$ cat src/rtl/flog_iter_stream.sv
// Streaming log2 of an EXP/MAN float using bit-serial iterative squaring.
// One operation in flight; valid/ready handshake on both sides.
module flog_iter_stream #(
    parameter int EXP       = 8,
    parameter int MAN       = 7,
    parameter int FRAC_BITS = 12,
    parameter int GUARD     = 4
) (
    input  logic           clk,
    input  logic           rst,
    input  logic           sign,
    input  logic [EXP-1:0] exponent,
    input  logic [MAN-1:0] fractional,
    input  logic           input_valid,
    output logic           ready_o,
    output logic           s_res_o,
    output logic [EXP-1:0] e_res_o,
    output logic [MAN-1:0] f_res_o,
    output logic           valid_o,
    input  logic           ready_i
);

    localparam int W    = MAN + 1 + GUARD;
    localparam int BIAS = (1 << (EXP - 1)) - 1;
    localparam int RW   = EXP + 1 + FRAC_BITS;
    localparam int CW   = $clog2(FRAC_BITS + 1);
    localparam int LW   = $clog2(RW);

    typedef enum logic [1:0] {
        IDLE = 2'd0,
        ITER = 2'd1,
        NORM = 2'd2,
        DONE = 2'd3
    } state_t;

    state_t               state_q, state_d;
    logic [CW-1:0]        cnt_q, cnt_d;
    logic [W-1:0]         m_q, m_d;
    logic [EXP:0]         exp_q, exp_d;
    logic [FRAC_BITS-1:0] frac_acc_q, frac_acc_d;
    logic                 ready_q, ready_d;
    logic                 valid_q, valid_d;
    logic                 s_res_q, s_res_d;
    logic [EXP-1:0]       e_res_q, e_res_d;
    logic [MAN-1:0]       f_res_q, f_res_d;

    logic                 accept_s;
    logic                 special_s;
    logic                 spec_s_s;
    logic [EXP-1:0]       spec_e_s;
    logic [MAN-1:0]       spec_f_s;
    logic [2*W-1:0]       sq_s;
    logic                 bit_s;
    logic [RW-1:0]        r_s;
    logic [RW-1:0]        mag_s;
    logic [LW-1:0]        lead_s;
    logic [RW-1:0]        norm_sh_s;
    logic [EXP-1:0]       e_norm_s;
    logic [MAN-1:0]       f_norm_s;
    logic                 unused_bits_s;

    assign accept_s = input_valid & ready_q & (state_q == IDLE);

    // Classify the operand into the IEEE special results.
    always_comb begin
        special_s = 1'b1;
        spec_s_s  = 1'b0;
        spec_e_s  = {EXP{1'b1}};
        spec_f_s  = {1'b1, {(MAN-1){1'b0}}};
        if (exponent == {EXP{1'b0}}) begin
            spec_s_s = 1'b1;
            spec_f_s = {MAN{1'b0}};
        end else if (&exponent) begin
            if ((fractional == {MAN{1'b0}}) && !sign) begin
                spec_f_s = {MAN{1'b0}};
            end else begin
                spec_f_s = {1'b1, {(MAN-1){1'b0}}};
            end
        end else if (sign) begin
            spec_f_s = {1'b1, {(MAN-1){1'b0}}};
        end else begin
            special_s = 1'b0;
        end
    end

    // One squaring step: an overflow past 2.0 yields a 1 bit and a halved mantissa.
    always_comb begin
        sq_s  = (2*W)'(m_q) * (2*W)'(m_q);
        bit_s = sq_s[2*W-1];
    end

    // Combine integer exponent and fraction bits, then find the leading one.
    always_comb begin
        r_s    = {exp_q, frac_acc_q};
        mag_s  = r_s[RW-1] ? (~r_s + RW'(1)) : r_s;
        lead_s = {LW{1'b0}};
        for (int i = 0; i < RW; i++) begin
            lead_s = mag_s[i] ? LW'(i) : lead_s;
        end
        norm_sh_s = mag_s << (LW'(RW - 1) - lead_s);
        f_norm_s  = norm_sh_s[RW-2 -: MAN];
        e_norm_s  = EXP'(BIAS - FRAC_BITS) + EXP'(lead_s);
    end

    assign unused_bits_s = &{1'b0, sq_s[W-2:0], norm_sh_s[RW-1], norm_sh_s[RW-MAN-2:0]};

    // State register and datapath flops.
    always_ff @(posedge clk or negedge rst) begin
        if (!rst) begin
            state_q    <= IDLE;
            cnt_q      <= {CW{1'b0}};
            m_q        <= {W{1'b0}};
            exp_q      <= {(EXP+1){1'b0}};
            frac_acc_q <= {FRAC_BITS{1'b0}};
            ready_q    <= 1'b1;
            valid_q    <= 1'b0;
            s_res_q    <= 1'b0;
            e_res_q    <= {EXP{1'b0}};
            f_res_q    <= {MAN{1'b0}};
        end else begin
            state_q    <= state_d;
            cnt_q      <= cnt_d;
            m_q        <= m_d;
            exp_q      <= exp_d;
            frac_acc_q <= frac_acc_d;
            ready_q    <= ready_d;
            valid_q    <= valid_d;
            s_res_q    <= s_res_d;
            e_res_q    <= e_res_d;
            f_res_q    <= f_res_d;
        end
    end

    // Next-state logic.
    always_comb begin
        state_d = state_q;
        case (state_q)
            IDLE: begin
                if (accept_s) begin
                    state_d = special_s ? DONE : ITER;
                end else begin
                    state_d = IDLE;
                end
            end
            ITER: begin
                if (cnt_q == CW'(FRAC_BITS - 1)) begin
                    state_d = NORM;
                end else begin
                    state_d = ITER;
                end
            end
            NORM: state_d = DONE;
            DONE: begin
                if (ready_i) begin
                    state_d = IDLE;
                end else begin
                    state_d = DONE;
                end
            end
            default: state_d = IDLE;
        endcase
    end

    // Datapath and registered-output next values.
    always_comb begin
        cnt_d      = cnt_q;
        m_d        = m_q;
        exp_d      = exp_q;
        frac_acc_d = frac_acc_q;
        ready_d    = ready_q;
        valid_d    = valid_q;
        s_res_d    = s_res_q;
        e_res_d    = e_res_q;
        f_res_d    = f_res_q;
        case (state_q)
            IDLE: begin
                if (accept_s) begin
                    ready_d = 1'b0;
                    if (special_s) begin
                        valid_d = 1'b1;
                        s_res_d = spec_s_s;
                        e_res_d = spec_e_s;
                        f_res_d = spec_f_s;
                    end else begin
                        exp_d      = {1'b0, exponent} - (EXP+1)'(BIAS);
                        m_d        = {1'b1, fractional, {GUARD{1'b0}}};
                        cnt_d      = {CW{1'b0}};
                        frac_acc_d = {FRAC_BITS{1'b0}};
                    end
                end else begin
                    ready_d = 1'b1;
                end
            end
            ITER: begin
                cnt_d      = cnt_q + CW'(1);
                frac_acc_d = {frac_acc_q[FRAC_BITS-2:0], bit_s};
                m_d        = bit_s ? sq_s[2*W-1 -: W] : sq_s[2*W-2 -: W];
            end
            NORM: begin
                valid_d = 1'b1;
                if (mag_s == {RW{1'b0}}) begin
                    s_res_d = 1'b0;
                    e_res_d = {EXP{1'b0}};
                    f_res_d = {MAN{1'b0}};
                end else begin
                    s_res_d = r_s[RW-1];
                    e_res_d = e_norm_s;
                    f_res_d = f_norm_s;
                end
            end
            DONE: begin
                if (ready_i) begin
                    valid_d = 1'b0;
                    ready_d = 1'b1;
                end else begin
                    valid_d = 1'b1;
                end
            end
            default: begin
                valid_d = 1'b0;
                ready_d = 1'b1;
            end
        endcase
    end

    assign ready_o = ready_q;
    assign valid_o = valid_q;
    assign s_res_o = s_res_q;
    assign e_res_o = e_res_q;
    assign f_res_o = f_res_q;

endmodule
$ cat config.mk
export PLATFORM = sky130hd
export DESIGN_NAME = flog_iter_stream
export DESIGN_NICKNAME = d
export VERILOG_FILES = /design/src/rtl/flog_iter_stream.sv
export SDC_FILE = /design/constraint.sdc
export NUM_CORES = 1
export LEC_CHECK = 0
export ABC_AREA = 1
export ABC_CLOCK_PERIOD_IN_PS = 6750
export CAP_MARGIN = 20
export CORE_ASPECT_RATIO = 1.25
export CORE_UTILIZATION = 50
export DETAILED_ROUTE_END_ITERATION = 10
export GPL_TIMING_DRIVEN = 0
export PLACE_DENSITY_LB_ADDON = 0.15
export SLEW_MARGIN = 20
export SYNTH_ARGS = -nofsm -noshare
export SYNTH_HDL_FRONTEND = slang
export SYNTH_SLANG_ARGS = --single-unit
$ cat constraint.sdc
create_clock -name clk -period 6.75 [get_ports clk]
set_clock_uncertainty 0.15 [all_clocks]
set_input_delay 0.675 -clock clk [delete_from_list [all_inputs] [get_ports clk]]
set_output_delay 0.675 -clock clk [all_outputs]
set_load 0.01 [all_outputs]
==> results of run 1 <==
-- cell families (layout without fill, tap and decap cells) --
group / count (synthesis) / after routing / share of synthesized area
buf+inv: 264 / 315 / 0.1304
mux: 1 / 1 / 0.001429
flops: 57 / 57 / 0.1812
simple gates: 441 / 441 / 0.2575
xor+xnor: 30 / 30 / 0.03812
fa+ha+maj: 139 / 139 / 0.2961
compound gates: 119 / 119 / 0.09530
-- worst max-delay path: stages (launching register included) --
cell and delay [ps]:
sky130_fd_sc_hd__dfrtp_1 540, sky130_fd_sc_hd__clkbuf_2 340, sky130_fd_sc_hd__nand2_1 90, sky130_fd_sc_hd__inv_1 120
sky130_fd_sc_hd__fa_1 450, sky130_fd_sc_hd__fa_1 550, sky130_fd_sc_hd__inv_1 70, sky130_fd_sc_hd__fa_1 530
sky130_fd_sc_hd__inv_1 50, sky130_fd_sc_hd__fa_1 540, sky130_fd_sc_hd__inv_1 60, sky130_fd_sc_hd__fa_1 540
sky130_fd_sc_hd__inv_1 50, sky130_fd_sc_hd__ha_1 330, sky130_fd_sc_hd__nand2_1 80, sky130_fd_sc_hd__nor2_1 100
sky130_fd_sc_hd__nand2_1 60, sky130_fd_sc_hd__o211a_1 160, sky130_fd_sc_hd__o21ai_1 210, sky130_fd_sc_hd__nand3_1 100
sky130_fd_sc_hd__nand2_1 120, sky130_fd_sc_hd__nand3_1 80, sky130_fd_sc_hd__nand2_1 80, sky130_fd_sc_hd__xnor2_1 160
sky130_fd_sc_hd__inv_1 120, sky130_fd_sc_hd__nor2_4 210, sky130_fd_sc_hd__inv_1 150, sky130_fd_sc_hd__o221ai_1 190
-- registers in the layout, indices dropped and copies added (netlist names) --
register	count
e_res_o	8
ready_o	1
f_res_o	7
state_q	2
s_res_o	1
exp_q	9
m_q	12
frac_acc_q	12
valid_o	1
cnt_q	4
-- synthesized netlist by cell type (4+ instances only) --
master	count
sky130_fd_sc_hd__a2bb2oi_1	4
sky130_fd_sc_hd__clkbuf_1	23
sky130_fd_sc_hd__xor2_1	19
sky130_fd_sc_hd__nand3_1	93
sky130_fd_sc_hd__dfrtp_1	56
sky130_fd_sc_hd__xnor2_1	6
sky130_fd_sc_hd__xor2_2	5
sky130_fd_sc_hd__nand2_1	261
sky130_fd_sc_hd__fa_1	79
sky130_fd_sc_hd__inv_1	211
sky130_fd_sc_hd__nor2_1	39
sky130_fd_sc_hd__nand2_2	11
sky130_fd_sc_hd__o211ai_1	12
sky130_fd_sc_hd__nor2_2	6
sky130_fd_sc_hd__nand2_4	5
sky130_fd_sc_hd__buf_4	4
sky130_fd_sc_hd__o22ai_1	12
sky130_fd_sc_hd__inv_2	18
sky130_fd_sc_hd__o21ai_0	32
sky130_fd_sc_hd__ha_1	60
sky130_fd_sc_hd__a21oi_1	19
sky130_fd_sc_hd__o21ai_1	12
sky130_fd_sc_hd__nor2_4	6
-- stage by stage --
step                setup WS (ps)  utilization  TNS (ps)  hold slack, ps
floorplan                   966.0            -         0           229.4
finish                      426.4       0.5840         0           178.4
CTS                         61.39       0.5836         0           196.5
global route                3.705       0.5840         0           210.7
global placement            13.18       0.5597         0           313.2
detailed placement         -42.92       0.5613    -71.05           314.6
-- cells in the final DEF (no fill, tap or decap), types with 4 or more instances in the layout --
master                            netlist  layout
sky130_fd_sc_hd__nand2_1              261     261
sky130_fd_sc_hd__inv_1                211     211
sky130_fd_sc_hd__nand3_1               93      93
sky130_fd_sc_hd__fa_1                  79      79
sky130_fd_sc_hd__ha_1                  60      60
sky130_fd_sc_hd__dfrtp_1               56      56
sky130_fd_sc_hd__nor2_1                39      38
sky130_fd_sc_hd__clkdlybuf4s50_1        0      36
sky130_fd_sc_hd__o21ai_0               32      32
sky130_fd_sc_hd__a21oi_1               19      19
sky130_fd_sc_hd__xor2_1                19      19
sky130_fd_sc_hd__inv_2                 18      18
sky130_fd_sc_hd__clkbuf_1              23      14
sky130_fd_sc_hd__o211ai_1              12      12
sky130_fd_sc_hd__o21ai_1               12      12
sky130_fd_sc_hd__o22ai_1               12      12
sky130_fd_sc_hd__nand2_2               11      11
sky130_fd_sc_hd__clkbuf_16              0       9
sky130_fd_sc_hd__nor2_4                 6       7
sky130_fd_sc_hd__clkbuf_2               0       6
sky130_fd_sc_hd__xnor2_1                6       6
sky130_fd_sc_hd__nor2_2                 6       6
sky130_fd_sc_hd__buf_4                  4       5
sky130_fd_sc_hd__xor2_2                 5       5
sky130_fd_sc_hd__nand2_4                5       5
sky130_fd_sc_hd__a2bb2oi_1              4       4
-- final timing paths --
| path | startpoint | end | slack (ps) | cells after the start |
|---|---|---|---|---|
| setup / recovery | m_q[9] | m_q[0] | 430 | 27 |
| hold / removal | rst | exp_q[5] | 180 | 2 |
| setup reg to reg | m_q[9] | m_q[0] | 430 | 27 |
| hold reg to reg | f_res_o[4] | f_res_o[4] | 330 | 2 |
| max in group asynchronous | rst | ready_o | 5960 | 2 |
| min in group clk | f_res_o[4] | f_res_o[4] | 330 | 2 |
-- area by class of cell --
type / instances / area [um2] / area share
Sequential cell: 57 / 1428 / 0.1608
Inverter: 232 / 873.3 / 0.09838
Multi-Input combinational cell: 730 / 5430 / 0.6117
Clock buffer: 12 / 266.5 / 0.03002
Clock inverter: 4 / 73.82 / 0.008316
Buffer: 29 / 150.1 / 0.01691
Timing Repair Buffer: 38 / 395.4 / 0.04454
Tap cell: 208 / 260.3 / 0.02932
-- routing by layer --
layer  vias up  global-route usage  part of all wire
li1       3373                   -                 -
met1      3175              0.2824              0.39
met2       111              0.4960              0.55
met3        34             0.01746             0.021
met4         0              0.1046             0.031
met5         -                   0                 0
==> run summary, run 1 <==
For this run, the register share of the synthesized area comes to 0.1812. Clock tree synthesis selected as its root buffer the cell sky130_fd_sc_hd__clkbuf_16. The routability-driven placement congestion ratio came out at approximately 0.89. The run finished with clean final reports.

The tool flagged a number of max-cap violations equal to 0. The die outline height came out at between 100 and 150 um. The fraction of post-synthesis cell area in the top cell type by area came out at 0.2008. By startpoint and endpoint, the worst setup path is classified as reg2reg. The number of setup violations in the final report is 0. The detailed-route wire length came out at about 19 mm. The total number of H-tree levels came out at 3. Dividing the detail-routed wire length by the instance count gives between 10 and 15 um. At the worst endpoint, the required time is 6830 ps.

The number of sinks on the clock net is 57. The endpoint arrival time on the critical path came out at between 6000 and 7000 ps. The remaining number of nets flagged by the antenna check after routing is 0. Clock tree synthesis inserted a total of 9 buffers. The clock latency on the worst-skew pair came out at 330 ps. The highest clock frequency the design can meet is around 0.16 GHz. Along the worst path, the maximum fanout reaches 10. The floorplan row count is 50.

The clock tree from TritonCTS is yes. The post-synthesis cell count came out at roughly 1100. The number of global-route vias before repair came out at roughly 7000. The most instantiated flip-flop cell in the synthesis netlist is sky130_fd_sc_hd__dfrtp_1.

After global routing the overflow that remains totals 0. The cell total after placement is 1297. The final cell area excluding filler cells is a little under 9000 um2. The actual transition at the worst max-transition pin is around 630 ps. The number of hold buffers added after CTS came out at 0. The diode insertion count for antenna repair is 0.

The post-CTS setup repair buffer count came out at 0. The die boundary width is 114.3 um. Setup repair after global routing left no endpoint under its margin.

The pre-antenna-repair detailed-routing pass consisted of 5 iterations. The detailed router's first-iteration violation count is around 330. The area of the core came out at about 15000 um2. The count of non-filler cells in the finished layout is around 1300. The count of flip-flops with a built-in enable after synthesis came out at 0.

The placed cell area came out at roughly 8500 um2. Detailed routing inserted a total of ~6700 vias. The flip-flop and latch count after synthesis is 57.

Of all cell types, the one taking the most synthesized area is sky130_fd_sc_hd__fa_1. The I/O pin total is 38. The initial antenna violation count is 0. The layout has ~1500 filler cells. The cell area after technology mapping is roughly 7900 um2.

The detailed placement HPWL came out at around 16 mm. The worst-case clock buffer depth came out at 2. The worst setup path is launched from a flop. Once the clock tree was built, the resizer swapped 2 gates to a different size. The portion of the clock cycle consumed by the worst path in the final layout came out at 0.9368. The effective utilization at floorplan is 0.5182. The area overhead of the layout relative to synthesis came out at 12.69%. The element type at the critical path end is a flop.

The maximum number of pins on one net before global-route repair came out at 58. The number of nets in the synthesized netlist is roughly 1200. Port buffering added 37 buffers. The overall die area is ~16000 um2. The minimum clock period after layout is roughly 6300 ps. The number of slew-limit violations in the final report came out at 0. The clock-pin slew on the worst setup and hold paths came out at 50 ps. The first global-routing pass estimated 32.40 mm of wire. The number of nets in the final layout came out at about 1300. The share of synthesized registers carrying an async set or reset came out at 1.000. In the routed design, unresolved DRC markers number 0. The worst hold path belongs to the class in2async.

The number of hold violations in the final report is 0. The count of distinct cell types in the synthesized netlist came out at 54. During synthesis, Yosys emitted a total of 0 warnings. Ranked by total cell area, the synthesized netlist is headed by sky130_fd_sc_hd__fa_1 (20%), sky130_fd_sc_hd__dfrtp_1 (18%), sky130_fd_sc_hd__nand2_1 (12%). Averaged over all synthesized cells, the footprint is about 7.5 um2.

Across every metal layer, demand over resource in global routing totals 0.2547. The per-cell via count in the routed design came out at approximately 5.1. In the final layout, the share of cells above drive strength 1 is 0.09074.

The normalized max-slew margin is 0.5820.
Power of run 1 is left out: the tool's default activity adds up to more than one toggle a clock period on the data nets, which glitch-free logic cannot reach.
==> inputs of run 2 (changes only) <==
--- a/config.mk
+++ b/config.mk
@@ -12,7 +12,7 @@
 export CORE_UTILIZATION = 50
 export DETAILED_ROUTE_END_ITERATION = 10
 export GPL_TIMING_DRIVEN = 0
-export PLACE_DENSITY_LB_ADDON = 0.15
+export PLACE_DENSITY = 0.8
 export SLEW_MARGIN = 20
 export SYNTH_ARGS = -nofsm -noshare
 export SYNTH_HDL_FRONTEND = slang
==> run 2 against run 1 <==
Setup slack improved by 64 ps. First-iteration DRC count rose by 21%. Routed wire length fell by 3.3%. Critical path depth fell by 3. Register-to-register slack improved by 60 ps. Non-clock buffer count rose by 1. Count of clock-buffer cells in the layout fell by 1. Core utilization fell by 0.40 points. Via count rose by 1.9%. Global-route usage fell by 1.1 points. Sequential share of layout area rose by 0.11 points. Largest cell class unchanged.
==> run summary, run 2 (same netlist as run 1, synthesis figures left out) <==
The die boundary width was 114.3 um (unchanged). The number of violations of the max-capacitance limit is 0 (unchanged). The normalized max-slew margin was 0.5219 (-0.06010). The routability-driven placement congestion ratio came to 0.9386 (+5.2%). The largest registers in the layout are frac_acc_q x12, m_q x12, exp_q x9. The class of the worst hold path is in2async.

The floorplan row count is 50 (unchanged). The detailed placement HPWL was 14.92 mm (-5.7%). The number of setup violations in the final report came to 0 (unchanged). The maximum number of pins on one net before global-route repair is 58 (unchanged). The I/O pin total came out at 38 (unchanged). STA classifies the critical path startpoint as a flop. The number of slew-limit violations in the final report came out at 0 (unchanged). The portion of the clock cycle consumed by the worst path in the final layout is 0.9274 (-0.009453). The post-route DRC violation count is 0 (unchanged).

The number of global-route vias before repair came out at 6909 (-1.5%). The overall die area is 16260 um2 (unchanged). The library cells used most frequently in the layout, excluding fill and tap cells, are sky130_fd_sc_hd__nand2_1 (261), sky130_fd_sc_hd__inv_1 (211), sky130_fd_sc_hd__nand3_1 (93), sky130_fd_sc_hd__fa_1 (79), sky130_fd_sc_hd__ha_1 (60). The detailed-route wire length is 18.22 mm (-3.3%). The number of iterations in the first detailed-routing pass is 5 (unchanged).

The most common library cell in the layout ignoring fill and taps is sky130_fd_sc_hd__nand2_1. The overall routing resource usage came to 0.2435 (-0.01122). The effective utilization at floorplan is 0.5182 (unchanged).

The highest net fanout along the worst path came out at 10 (unchanged). The element type at the critical path end is a flop. The post-CTS setup repair buffer count is 0 (unchanged). The worst setup path is of the reg2reg kind. The highest clock frequency the design can meet came out at 0.1597 GHz (+1.0%). The per-cell via count in the routed design came out at 5.203 (+1.8%). The number of nets in the final layout was 1257 (+0.080%). The area of the core is 15200 um2 (unchanged). The run finished with clean final reports. The total grt overflow was 0 (unchanged). The total vias in the final route was 6821 (+1.9%). The minimum setup slack after placement is -10.88 ps (+32.03 ps).

The number of clock buffers inserted by TritonCTS was 9 (unchanged). The count of input and output buffers came to 37 (unchanged). The endpoint arrival time on the critical path came to 6340 ps (-60 ps). The clock latency on the worst-skew pair came out at 330 ps (about the same).

The met3 demand-to-capacity share in global routing is 0.02683 (+0.009370). The clock tree from TritonCTS is yes. The cell sitting at the root of the clock tree is a sky130_fd_sc_hd__clkbuf_16. The die outline height came out at 142.3 um (unchanged). The remaining number of nets flagged by the antenna check after routing came to 0 (unchanged). The area overhead of the layout relative to synthesis is 11.93%. The total number of H-tree levels is 3 (unchanged).

The diode insertion count for antenna repair came to 0 (unchanged). The initial antenna violation count was 0 (unchanged). The share of post-route cells with drive strength above 1 is 0.08976 (-0.0009889). Setup repair after global routing left no endpoint under its margin.

The worst-case clock buffer depth is 2 (unchanged). The clock-pin slew on the worst setup and hold paths came to 50 ps (about the same). The detailed router's first-iteration violation count came out at 398 (+21%). In this run the most used layer during global routing was met2. The worst path required time was 6830 ps (about the same). The actual transition at the worst max-transition pin is 717.2 ps (+90.15 ps). The first-pass GRT wire length came out at 31.56 mm (-2.6%). The routed length per instance is 13.90 um (-3.4%). The post-layout worst setup margin came out at 490.2 ps (+63.81 ps). The global-route met2 utilization is 0.4408 (-0.05518).

The depth of the most critical reg-to-reg path is 24 (-11%). The number of hold violations in the final report was 0 (unchanged). The minimum clock period after layout is 6260 ps (-63.81 ps). The global-route track usage on met1 came out at 0.2965 (+0.01409). The number of sinks on the clock net is 57 (unchanged).
[run 2: worst paths after layout]
check                            from          to  slack (ps)
setup / recovery               m_q[8]      m_q[0]         490
hold / removal                    rst  f_res_o[1]         240
setup reg to reg               m_q[8]      m_q[0]         490
hold reg to reg            f_res_o[4]  f_res_o[4]         320
max in group asynchronous         rst    exp_q[7]        5710
min in group clk           f_res_o[4]  f_res_o[4]         320
[run 2: final cells by class]
type / count / area (um2)
clock buffer: 11 / 242.7
buffer: 31 / 158.9
fill: 1377 / 6385
inverter: 232 / 873.3
sequential: 57 / 1428
timing repair buffer: 37 / 367.9
multi-input combinational: 730 / 5430
clock inverter: 5 / 56.30
tap: 208 / 260.3
[run 2: critical path, cell delays in order, from the launching register on]
cell and delay, ps:
sky130_fd_sc_hd__dfrtp_1 430, sky130_fd_sc_hd__clkbuf_1 320, sky130_fd_sc_hd__nand2_1 130, sky130_fd_sc_hd__inv_1 90
sky130_fd_sc_hd__fa_1 460, sky130_fd_sc_hd__fa_1 540, sky130_fd_sc_hd__inv_1 40, sky130_fd_sc_hd__fa_1 460
sky130_fd_sc_hd__fa_1 540, sky130_fd_sc_hd__inv_1 50, sky130_fd_sc_hd__fa_1 470, sky130_fd_sc_hd__ha_1 330
sky130_fd_sc_hd__nand4_1 100, sky130_fd_sc_hd__o21bai_1 380, sky130_fd_sc_hd__nand2_1 90, sky130_fd_sc_hd__o211a_1 160
sky130_fd_sc_hd__o21ai_1 190, sky130_fd_sc_hd__nand3_1 90, sky130_fd_sc_hd__nand2_1 130, sky130_fd_sc_hd__nand3_1 80
sky130_fd_sc_hd__nand2_1 90, sky130_fd_sc_hd__xnor2_1 100, sky130_fd_sc_hd__nor2_2 310, sky130_fd_sc_hd__inv_1 190
sky130_fd_sc_hd__o221ai_1 240
[run 2: per-stage QoR]
stage                     cells  hold WS, ps  cell area, um2  TNS [ps]  utilization
after floorplan            1051        229.4            7878         0            -
after global placement     1296        311.4            8508         0       0.5597
after detailed placement   1296        314.4            8506    -10.88       0.5595
after CTS                  1312        293.3            8807         0       0.5793
after global routing       1311        313.3            8817         0       0.5800
final                      1311        235.7            8817         0       0.5800
[run 2: routing by layer]
metal	part of all wire	wire length [um]
met1	0.42	7645
met2	0.51	9351
met3	0.040	725
met4	0.027	501
met5	0	0
[run 2: what timing repair did]
item / in CTS / in global routing
setup endpoints to repair: 1 / 13
hold buffers: 0 / 0
gates resized for setup: 1 / 15
Power of run 2 is left out for the same reason.
